==> config.mk <==
export PLATFORM = sky130hd
export DESIGN_NAME = bimodal_btb_predictor
export DESIGN_NICKNAME = d
export VERILOG_FILES = /design/src/rtl/bimodal_btb_predictor.sv
export SDC_FILE = /design/constraint.sdc
export NUM_CORES = 2
export LEC_CHECK = 0
export CAP_MARGIN = 10
export CORE_UTILIZATION = 25
export CTS_CLUSTER_SIZE = 8
export DETAILED_ROUTE_END_ITERATION = 12
export GPL_TIMING_DRIVEN = 1
export PLACE_DENSITY_LB_ADDON = 0.12
export SKIP_LAST_GASP = 1
export SLEW_MARGIN = 25
export SYNTH_ARGS = -nofsm -noshare
export SYNTH_HDL_FRONTEND = slang
export SYNTH_SLANG_ARGS = --single-unit
==> constraint.sdc <==
create_clock -name clk -period 4.25 [get_ports clk]
set_input_delay 0.425 -clock clk [delete_from_list [all_inputs] [get_ports clk]]
set_output_delay 0.425 -clock clk [all_outputs]
set_load 0.02 [all_outputs]
==> src/rtl/bimodal_btb_predictor.sv <==
// Direct-mapped tagged BTB with per-entry saturating direction counters; optional perf counters under BPRED_PERF_EN.
// Latency: lookup is combinational, and updates are visible from the cycle after exValid.
// Backpressure: none; one update is accepted per cycle, and flushAll drops a simultaneous update.
module bimodal_btb_predictor #(
    parameter int ENTRIES  = 64,
    parameter int TAG_BITS = 8,
    parameter int CTR_BITS = 2
) (
    input  logic        clk,
    input  logic        rst,
    input  logic [31:0] fetchPc,
    output logic        fetchHit,
    output logic [31:0] fetchTarget,
    input  logic        exValid,
    input  logic [31:0] exPc,
    input  logic        exTaken,
    input  logic        exUncond,
    input  logic [31:0] exTarget,
    input  logic        exMispredict,
    input  logic        flushAll,
    output logic [31:0] perfLookups,
    output logic [31:0] perfUpdates,
    output logic [31:0] perfMispredicts
);
    localparam int IDX = $clog2(ENTRIES);
    localparam logic [CTR_BITS-1:0] CTR_ONE = CTR_BITS'(1);
    localparam logic [CTR_BITS-1:0] CTR_MAX = '1;
    localparam logic [CTR_BITS-1:0] CTR_WT  = CTR_ONE << (CTR_BITS - 1);
    localparam logic [CTR_BITS-1:0] CTR_WNT = CTR_WT - CTR_ONE;

    logic                validArr  [ENTRIES];
    logic [TAG_BITS-1:0] tagArr    [ENTRIES];
    logic [31:0]         targetArr [ENTRIES];
    logic [CTR_BITS-1:0] ctrArr    [ENTRIES];

    logic [IDX-1:0]      fIdx, eIdx;
    logic [TAG_BITS-1:0] fTag, eTag;
    logic                fMatch, eMatch;

    // Untranslated PC bits are deliberately ignored.
    logic unusedIn;
    assign unusedIn = &{1'b0, fetchPc, exPc, exMispredict};

    assign fIdx = fetchPc[IDX+1:2];
    assign fTag = fetchPc[IDX+1+TAG_BITS:IDX+2];
    assign eIdx = exPc[IDX+1:2];
    assign eTag = exPc[IDX+1+TAG_BITS:IDX+2];

    assign fMatch      = validArr[fIdx] && (tagArr[fIdx] == fTag);
    assign eMatch      = validArr[eIdx] && (tagArr[eIdx] == eTag);
    assign fetchHit    = fMatch && ctrArr[fIdx][CTR_BITS-1];
    assign fetchTarget = fMatch ? targetArr[fIdx] : 32'h0;

    always_ff @(posedge clk or negedge rst) begin
        if (!rst) begin
            for (int i = 0; i < ENTRIES; i++) begin
                validArr[i]  <= 1'b0;
                tagArr[i]    <= '0;
                targetArr[i] <= '0;
                ctrArr[i]    <= CTR_WNT;
            end
        end else if (flushAll) begin
            // Only valid bits clear; counters and targets survive the flush.
            for (int i = 0; i < ENTRIES; i++) begin
                validArr[i] <= 1'b0;
            end
        end else if (exValid) begin
            if (eMatch) begin
                if (exUncond) begin
                    ctrArr[eIdx]    <= CTR_MAX;
                    targetArr[eIdx] <= exTarget;
                end else if (exTaken) begin
                    if (ctrArr[eIdx] != CTR_MAX) ctrArr[eIdx] <= ctrArr[eIdx] + CTR_ONE;
                    targetArr[eIdx] <= exTarget;
                end else if (ctrArr[eIdx] != '0) begin
                    ctrArr[eIdx] <= ctrArr[eIdx] - CTR_ONE;
                end
            end else if (exTaken) begin
                validArr[eIdx]  <= 1'b1;
                tagArr[eIdx]    <= eTag;
                targetArr[eIdx] <= exTarget;
                ctrArr[eIdx]    <= exUncond ? CTR_MAX : CTR_WT;
            end
        end
    end

`ifdef BPRED_PERF_EN
    logic [31:0] lookCnt, updCnt, mispCnt;

    always_ff @(posedge clk or negedge rst) begin
        if (!rst) begin
            lookCnt <= '0;
            updCnt  <= '0;
            mispCnt <= '0;
        end else begin
            if (lookCnt != '1) lookCnt <= lookCnt + 32'd1;
            if (exValid && !flushAll && updCnt != '1) updCnt <= updCnt + 32'd1;
            if (exValid && exMispredict && mispCnt != '1) mispCnt <= mispCnt + 32'd1;
        end
    end

    assign perfLookups     = lookCnt;
    assign perfUpdates     = updCnt;
    assign perfMispredicts = mispCnt;
`else
    assign perfLookups     = '0;
    assign perfUpdates     = '0;
    assign perfMispredicts = '0;
`endif

endmodule

# Yosys cells after proc, flatten, opt, wreduce, memory -nomap -nowiden
# Cells that the tools add are included.
word_totals:
  word_cells: 334
  n_memories: 0
  latchBits: 0
  reg_bits: 2752
  ramBits: 0
  out_inout_bits: 129
  mem_bits_ro: 0
  input_bits: 103
op_classes:
  addsub: 2
  mux: 49
  n_shift: 0
  div_mod_pow: 0
  mul: 0
  eq_ne: 5
  reduce_logical: 13
  order_cmp: 3
  bitwise_logic: 6
ops:
  columns: ["op", "n"]
  rows:
  - ["two-way mux 2048 bit", 3]
  - ["bitwise mux 2048 bit", 1]
  - ["two-way mux 128 bit", 6]
  - ["bitwise mux 512 bit", 1]
  - ["bitwise mux 128 bit", 3]
  - ["two-way mux 64 bit", 4]
  - ["binary-select mux 32 bit (select 6 bit)", 1]
  - ["demux 32 bit (select 6 bit)", 1]
  - ["two-way mux 32 bit", 4]
  - ["OR 128 bit", 1]
  - ["binary-select mux 8 bit (select 6 bit)", 2]
  - ["OR 64 bit", 1]
  - ["demux 8 bit (select 6 bit)", 1]
  - ["two-way mux 8 bit", 5]
  - ["binary-select mux 2 bit (select 6 bit)", 2]
  - ["equality test 8 bit", 2]
  - [">= comparator 7 bit, second input constant", 2]
  - ["inverter 6 -> 7 bit", 2]
  - ["binary-select mux 1 bit (select 6 bit)", 2]
  - ["demux 2 bit (select 6 bit)", 1]
  - ["two-way mux 2 bit", 5]
  - ["nonzero test 2 bit", 4]
  - ["less-than comparator 7 x 1 -> 1 bit, second input constant", 1]
  - ["demux 1 bit (select 6 bit)", 1]
  - ["other kinds (12)", 22]

# Depth between registers and ports, before layout
logic_depth:
  depth_word: 10
  mapped_depth: 25

# Worst setup path before layout
# No wires, ideal clock.
synth_timing:
  kind: "input-to-reg"
  startpoint: "input port exPc[4]"
  endpoint: "register ctrArr[21] (netlist bit)"
  setup_ns: 0.125
  arrival_ns: 5.131
  cell_stages: 23
  slack_ns: -1.005
  cell_sequence: "buf_4 > buf_6 > buf_4 > buf_6 > buf_2 > buf_1 > buf_1 > clkbuf_1 > mux2_2 > a221oi_1 > nor2_1 > a221oi_1 > nor2_1 > a2111oi_0 > inv_1 > ha_1 > nand2_1 > nor2b_1 > a32oi_1 > o211ai_2 > buf_2 > nor3_1 > mux2_2"
synth_via:
  elab_chain_cells: 10
synth_rtl:
  columns: ["item", "line", "text"]
  rows:
  - ["start, declared", "15", "input logic [31:0] exPc,"]
  - ["inverter 6 -> 7 bit *", null, null]
  - ["binary-select mux 2 bit (select 6 bit), or another cell as far along", "73, 75, 76", null]
  - ["two-way mux 2 bit (implied by the code) / logical AND 1 bit (equally long branches)", null, null]
  - ["two-way mux 2 bit, on equally long branches", null, null]
  - ["subtractor 2 x 1 -> 2 bit, or another cell as far along", "76", "ctrArr[eIdx] <= ctrArr[eIdx] - CTR_ONE;"]
  - ["bitwise mux 128 bit, on equally long branches", "76, 73", null]
  - ["two-way mux 128 bit, on equally long branches", "75, 73", null]
  - ["two-way mux 128 bit", "72", "end else if (exTaken) begin"]
  - ["two-way mux 128 bit", "69", "if (exUncond) begin"]
  - ["two-way mux 128 bit", "68", "if (eMatch) begin"]
  - ["end signal, assigned by index", "76", null]
  - ["end signal, assigned by index", "82", "ctrArr[eIdx] <= exUncond ? CTR_MAX : CTR_WT;"]
  - ["end, declared", "34", "logic [CTR_BITS-1:0] ctrArr [ENTRIES];"]
# Every way passes the cells marked *; elsewhere a longest branch is shown, timed or not. The select of a mux whose other input is x is not followed.
# A chain may end at the register's enable or synchronous reset.

# Worst setup path after layout
layout_timing:
  startpoint: "register tagArr[176] (netlist bit)"
  endpoint: "output port fetchTarget[8]"
layout_via:
  elab_chain_cells: 6
layout_rtl:
  columns: ["item", "line", "text"]
  rows:
  - ["start, declared", "32", "logic [TAG_BITS-1:0] tagArr [ENTRIES];"]
  - ["start signal, assigned by index", "80", "tagArr[eIdx] <= eTag;"]
  - ["binary-select mux 8 bit (select 6 bit)", "49", "assign fMatch = validArr[fIdx] && (tagArr[fIdx] == fTag);"]
  - ["two-way mux 8 bit (implied by the code) (2 in series)", "49", null]
  - ["equality test 8 bit", "49", null]
  - ["logical AND 1 bit", "49", null]
  - ["two-way mux 32 bit", "52", "assign fetchTarget = fMatch ? targetArr[fIdx] : 32'h0;"]
  - ["end, declared", "13", "output logic [31:0] fetchTarget,"]
# No other way between the ends. The select of a mux whose other input is x is not followed.

==> summary by stage <==
Outcome
The flow ran to the end, but the final reports show violations. The final reports fail on DRC, setup timing.

STA
Setup repair after global routing could not meet its margin everywhere. For the finished layout, the period the worst path requires is 5.52 ns. The ratio of final minimum period to clock period is 1.30. The worst pin sits at a relative slew slack of 0.196. Setup violations remaining at the end of the flow were counted as 2,240. For the pin with the worst max-slew slack, the measured transition is 1.21 ns. The final hold violation count is 0. The setup slack after layout is -1.27 ns. Between clock sinks in the finished design, the worst skew comes to 0.0763 ns. The total count of max-transition violations in the final report was 0. The highest clock rate is 181 MHz.

Floorplan
The floorplan step defined a die boundary enclosing 533,000 um2. 232 I/O pins were placed. The floorplan step defined a core boundary enclosing 528,000 um2. The row count is 267.

The floorplan step set the die width to 730 um. The die boundary height is 730 um. The starting density of the core is 0.251.

Synth
The cell count after synthesis came out at 8,355. The count of distinct cell types in the synthesized netlist is 78. The mean post-synth cell area is 15.9 um2. The Yosys warning count is 0. The synthesized design spends more area on one cell type than any other, namely sky130_fd_sc_hd__dfrtp_1.

Of the post-synthesis cell area, the dominant cell type holds 0.508. The share of the yosys chip area belonging to registers is 0.520. In this run, synthesis produced a sequential element count of 2,752. The synthesized design contains 0 enable-type register cells. The synthesized netlist occupies a cell area of 133,000 um2.

Ranked by total cell area, the synthesized netlist is headed by sky130_fd_sc_hd__dfrtp_1 51%, sky130_fd_sc_hd__mux2_2 22%, sky130_fd_sc_hd__mux4_2 17%. The dominant synthesized flop cell is sky130_fd_sc_hd__dfrtp_1. For this run, asynchronously set or reset flops after synthesis account for 1.00.

Hold path
The startpoint of the lowest-slack hold path is exTarget[28]. The tightest min-delay check is of the primary input to flop type. For hold timing, the worst endpoint is targetArr[444]$_DFFE_PN0P_. Along the worst hold path, the cell count comes to 2.

Finish
Relative to the synthesized area, the layout overhead comes to 25.1%. The layout has 51,400 filler cells. The library cell used most frequently in the layout, excluding fill and tap cells, is sky130_fd_sc_hd__dfrtp_1. In the final design database the tool counted 9,319 nets. The library cells used most frequently in the layout, excluding fill and tap cells, are 2,688 x sky130_fd_sc_hd__dfrtp_1, 2,517 x sky130_fd_sc_hd__mux2_2, 977 x sky130_fd_sc_hd__mux4_2, 689 x sky130_fd_sc_hd__buf_4, 456 x sky130_fd_sc_hd__buf_12. In the final layout, the share of cells above drive strength 1 is 0.603.

Route
The first TritonRoute pass finished after 9 iterations. Dividing the detail-routed via count by the number of cells gives 4.95. The post-detailed-route DRC marker count is 4.

The number of DRC markers in iteration 0 is 5,036. The final route contains 80,800 vias. Dividing the detail-routed wire length by the instance count gives 32.4 um. The detail route stage leaves a number of antenna-violating nets equal to 0. The routed design has 529,000 um of wire.

Global route
The initial antenna violation count was 31. In the global route stage, overall resource usage came out at 0.192. The wire length of the first global-routing pass is 728,000 um.

The via count of the first global-routing pass is 86,800. Entering global routing, the biggest net connects 150 pins. The final global-route overflow total is 0.

Power and ir drop
The analysis attributes to cell leakage a power of 74.6 nW. After layout, the design draws a total of 0.0630 W. IR analysis of the VDD net gives a maximum drop of 0.308 mV. Power spread over the standard cell area amounts to 380 nW/um2.

Setup path
The startpoint kind of the worst setup timing path is a flop. The worst register-to-register path ends at tagArr[303]$_DFFE_PN0P_. The worst path required time is 3.83 ns.

The category of the most critical setup path is flop to output port. Data on the critical path arrives at its endpoint at 5.10 ns. The worst setup path is captured at an output port. The startpoint identified for the worst register-to-register timing path is tagArr[345]$_DFFE_PN0P_. Measured in cells, the most critical reg-to-reg path has a length of 16. Of all nets on the critical path, the largest fanout is 6.

The minimum setup slack among reg-to-reg paths is -0.28 ns.

Placement
The routability congestion estimate from global placement is 0.832. At the placement stage, the worst setup path has a slack of -1.97 ns. The number of buffer cells added on primary ports is 98. The post-detailed-placement half-perimeter wirelength is 342,000 um.

Flow run
The number of maximum-capacitance violations is 0.

CTS
The number of buffers inserted during clock tree synthesis is 388. After clock tree synthesis, the clock-pin slew on the worst setup and hold paths is 0.05 ns. The clock passes through at most 4 buffers. The tree is rooted in a sky130_fd_sc_hd__clkbuf_16. Clock latency on the worst-skew pair, taken at its later pin, is 0.98 ns.

The depth of the CTS H-tree is 5. Counting every sink on the clock net gives 2,752. The CTS tree is done.
-- layer usage --
| layer | track usage | wire length, um | vias up | part of all wire |
|---|---|---|---|---|
| met1 | 0.269 | 241000 | 45400 | 0.46 |
| met5 | 0 | 26 | - | 0.000049 |
| met4 | 0.0465 | 14100 | 4 | 0.027 |
| met3 | 0.0292 | 24100 | 606 | 0.046 |
| met2 | 0.311 | 249000 | 1881 | 0.47 |
| li1 | - | - | 32900 | - |
-- worst max-delay path by stage --
| stage | startpoint | endpoint | slack, ns | cells past startpoint |
|---|---|---|---|---|
| 5_1_grt | tagArr[176]$_DFFE_PN0P_ | fetchHit | -1.38 | 12 |
| 3_3_place_gp | fetchPc[2] | fetchHit | -2.01 | 14 |
| 3_5_place_dp | fetchPc[2] | fetchHit | -1.97 | 14 |
| 6_report | tagArr[176]$_DFFE_PN0P_ | fetchTarget[8] | -1.27 | 13 |
| 2_1_floorplan | exPc[4] | ctrArr[33]$_DFFE_PN0P_ | -0.01 | 23 |
| 4_1_cts | tagArr[176]$_DFFE_PN0P_ | fetchHit | -1.39 | 12 |
-- cells in the mapped netlist (7+ instances only) --
cell,number
sky130_fd_sc_hd__a21o_1,9
sky130_fd_sc_hd__nand3_2,42
sky130_fd_sc_hd__a221oi_1,28
sky130_fd_sc_hd__clkbuf_1,461
sky130_fd_sc_hd__buf_1,109
sky130_fd_sc_hd__nor2_1,119
sky130_fd_sc_hd__nor3b_1,10
sky130_fd_sc_hd__a22oi_1,58
sky130_fd_sc_hd__a31oi_1,9
sky130_fd_sc_hd__nand2_1,106
sky130_fd_sc_hd__nand2b_1,15
sky130_fd_sc_hd__mux2i_1,63
sky130_fd_sc_hd__mux2_1,13
sky130_fd_sc_hd__o22ai_1,11
sky130_fd_sc_hd__nand4_1,8
sky130_fd_sc_hd__and2_1,7
sky130_fd_sc_hd__dfrtp_1,2688
sky130_fd_sc_hd__buf_6,155
sky130_fd_sc_hd__and3_1,21
sky130_fd_sc_hd__mux4_2,977
sky130_fd_sc_hd__a21oi_1,60
sky130_fd_sc_hd__buf_4,116
sky130_fd_sc_hd__a22o_1,22
sky130_fd_sc_hd__buf_2,99
sky130_fd_sc_hd__o21ai_1,10
sky130_fd_sc_hd__inv_1,63
sky130_fd_sc_hd__a211oi_1,12
sky130_fd_sc_hd__dfstp_2,64
sky130_fd_sc_hd__nor2b_1,47
sky130_fd_sc_hd__xor2_1,10
sky130_fd_sc_hd__mux2_2,2639
sky130_fd_sc_hd__nor3_1,15
sky130_fd_sc_hd__nand3_1,43
sky130_fd_sc_hd__o2bb2ai_1,35
sky130_fd_sc_hd__o21ai_0,115
-- registers in the layout, summed over array words and instances, names as in the netlist --
register / count
targetArr: 2048
tagArr: 512
ctrArr: 128
validArr: 64
-- critical path, cell delays in order (launching register included) --
cell and delay, ns:
sky130_fd_sc_hd__dfrtp_1 0.39, sky130_fd_sc_hd__mux4_2 0.48, sky130_fd_sc_hd__mux4_2 0.62, sky130_fd_sc_hd__mux4_2 0.63, sky130_fd_sc_hd__xor2_2 0.20, sky130_fd_sc_hd__nor4_4 0.43
sky130_fd_sc_hd__buf_4 0.19, sky130_fd_sc_hd__nand3_4 0.15, sky130_fd_sc_hd__buf_4 0.19, sky130_fd_sc_hd__buf_12 0.15, sky130_fd_sc_hd__buf_16 0.17, sky130_fd_sc_hd__buf_4 0.18
sky130_fd_sc_hd__nor2b_4 0.10, sky130_fd_sc_hd__buf_4 0.14
-- metrics by stage --
step	hold slack (ns)	cell area, um2	utilization	cells	TNS (ns)
finish	0.114	166000	0.314	16300	-239.86
global route	0.0844	166000	0.314	16300	-408.24
CTS	0.0255	163000	0.309	16200	-150.71
detailed placement	0.475	151000	0.286	15700	-2717.38
global placement	0.463	151000	0.286	15700	-2950.42
floorplan	0.129	133000	-	8450	-0.0164
-- logic make-up after synthesis --
kind of cell / count (synthesis) / synth area share
AOI/OAI and AO/OA: 414 / 0.0213
xor gates and xnor gates: 14 / 0.000925
adders and majority gates: 2 / 0.000189
buffers and inverters: 1006 / 0.0415
DFF: 2752 / 0.520
muxes: 3692 / 0.396
other: 1 / 0.0000283
and+or+nand+nor: 474 / 0.0196
-- layout make-up --
type | instances | area [um2] | share of cell area
Inverter | 66 | 250 | 0.00151
Timing Repair Buffer | 1314 | 17200 | 0.104
Multi-Input combinational cell | 4692 | 60000 | 0.362
Sequential cell | 2752 | 68900 | 0.416
Tap cell | 6994 | 8750 | 0.0528
Clock buffer | 464 | 10300 | 0.0621
Clock inverter | 18 | 292 | 0.00176
Antenna cell | 11 | 27.5 | 0.000166
-- power breakdown --
group,internal [W],leakage [nW],total [W],switching [W]
Combinational,0.00278,31.7,0.00599,0.00321
Sequential,0.0275,37.7,0.0282,0.000727
Clock,0.0168,5.17,0.0288,0.0120
Total,0.0470,74.6,0.0630,0.0159
-- repair_timing --
item / in CTS / in global routing
resized for setup: 193 / 270
setup buffers: 41 / 79
endpoints found under the hold margin: 52 / 0
hold buffers: 5 / 0
endpoints found under the setup margin: 2722 / 2719
gates cloned: 7 / 39
pin swaps: 14 / 32
Note: power is estimated with default switching activity, not from simulation.
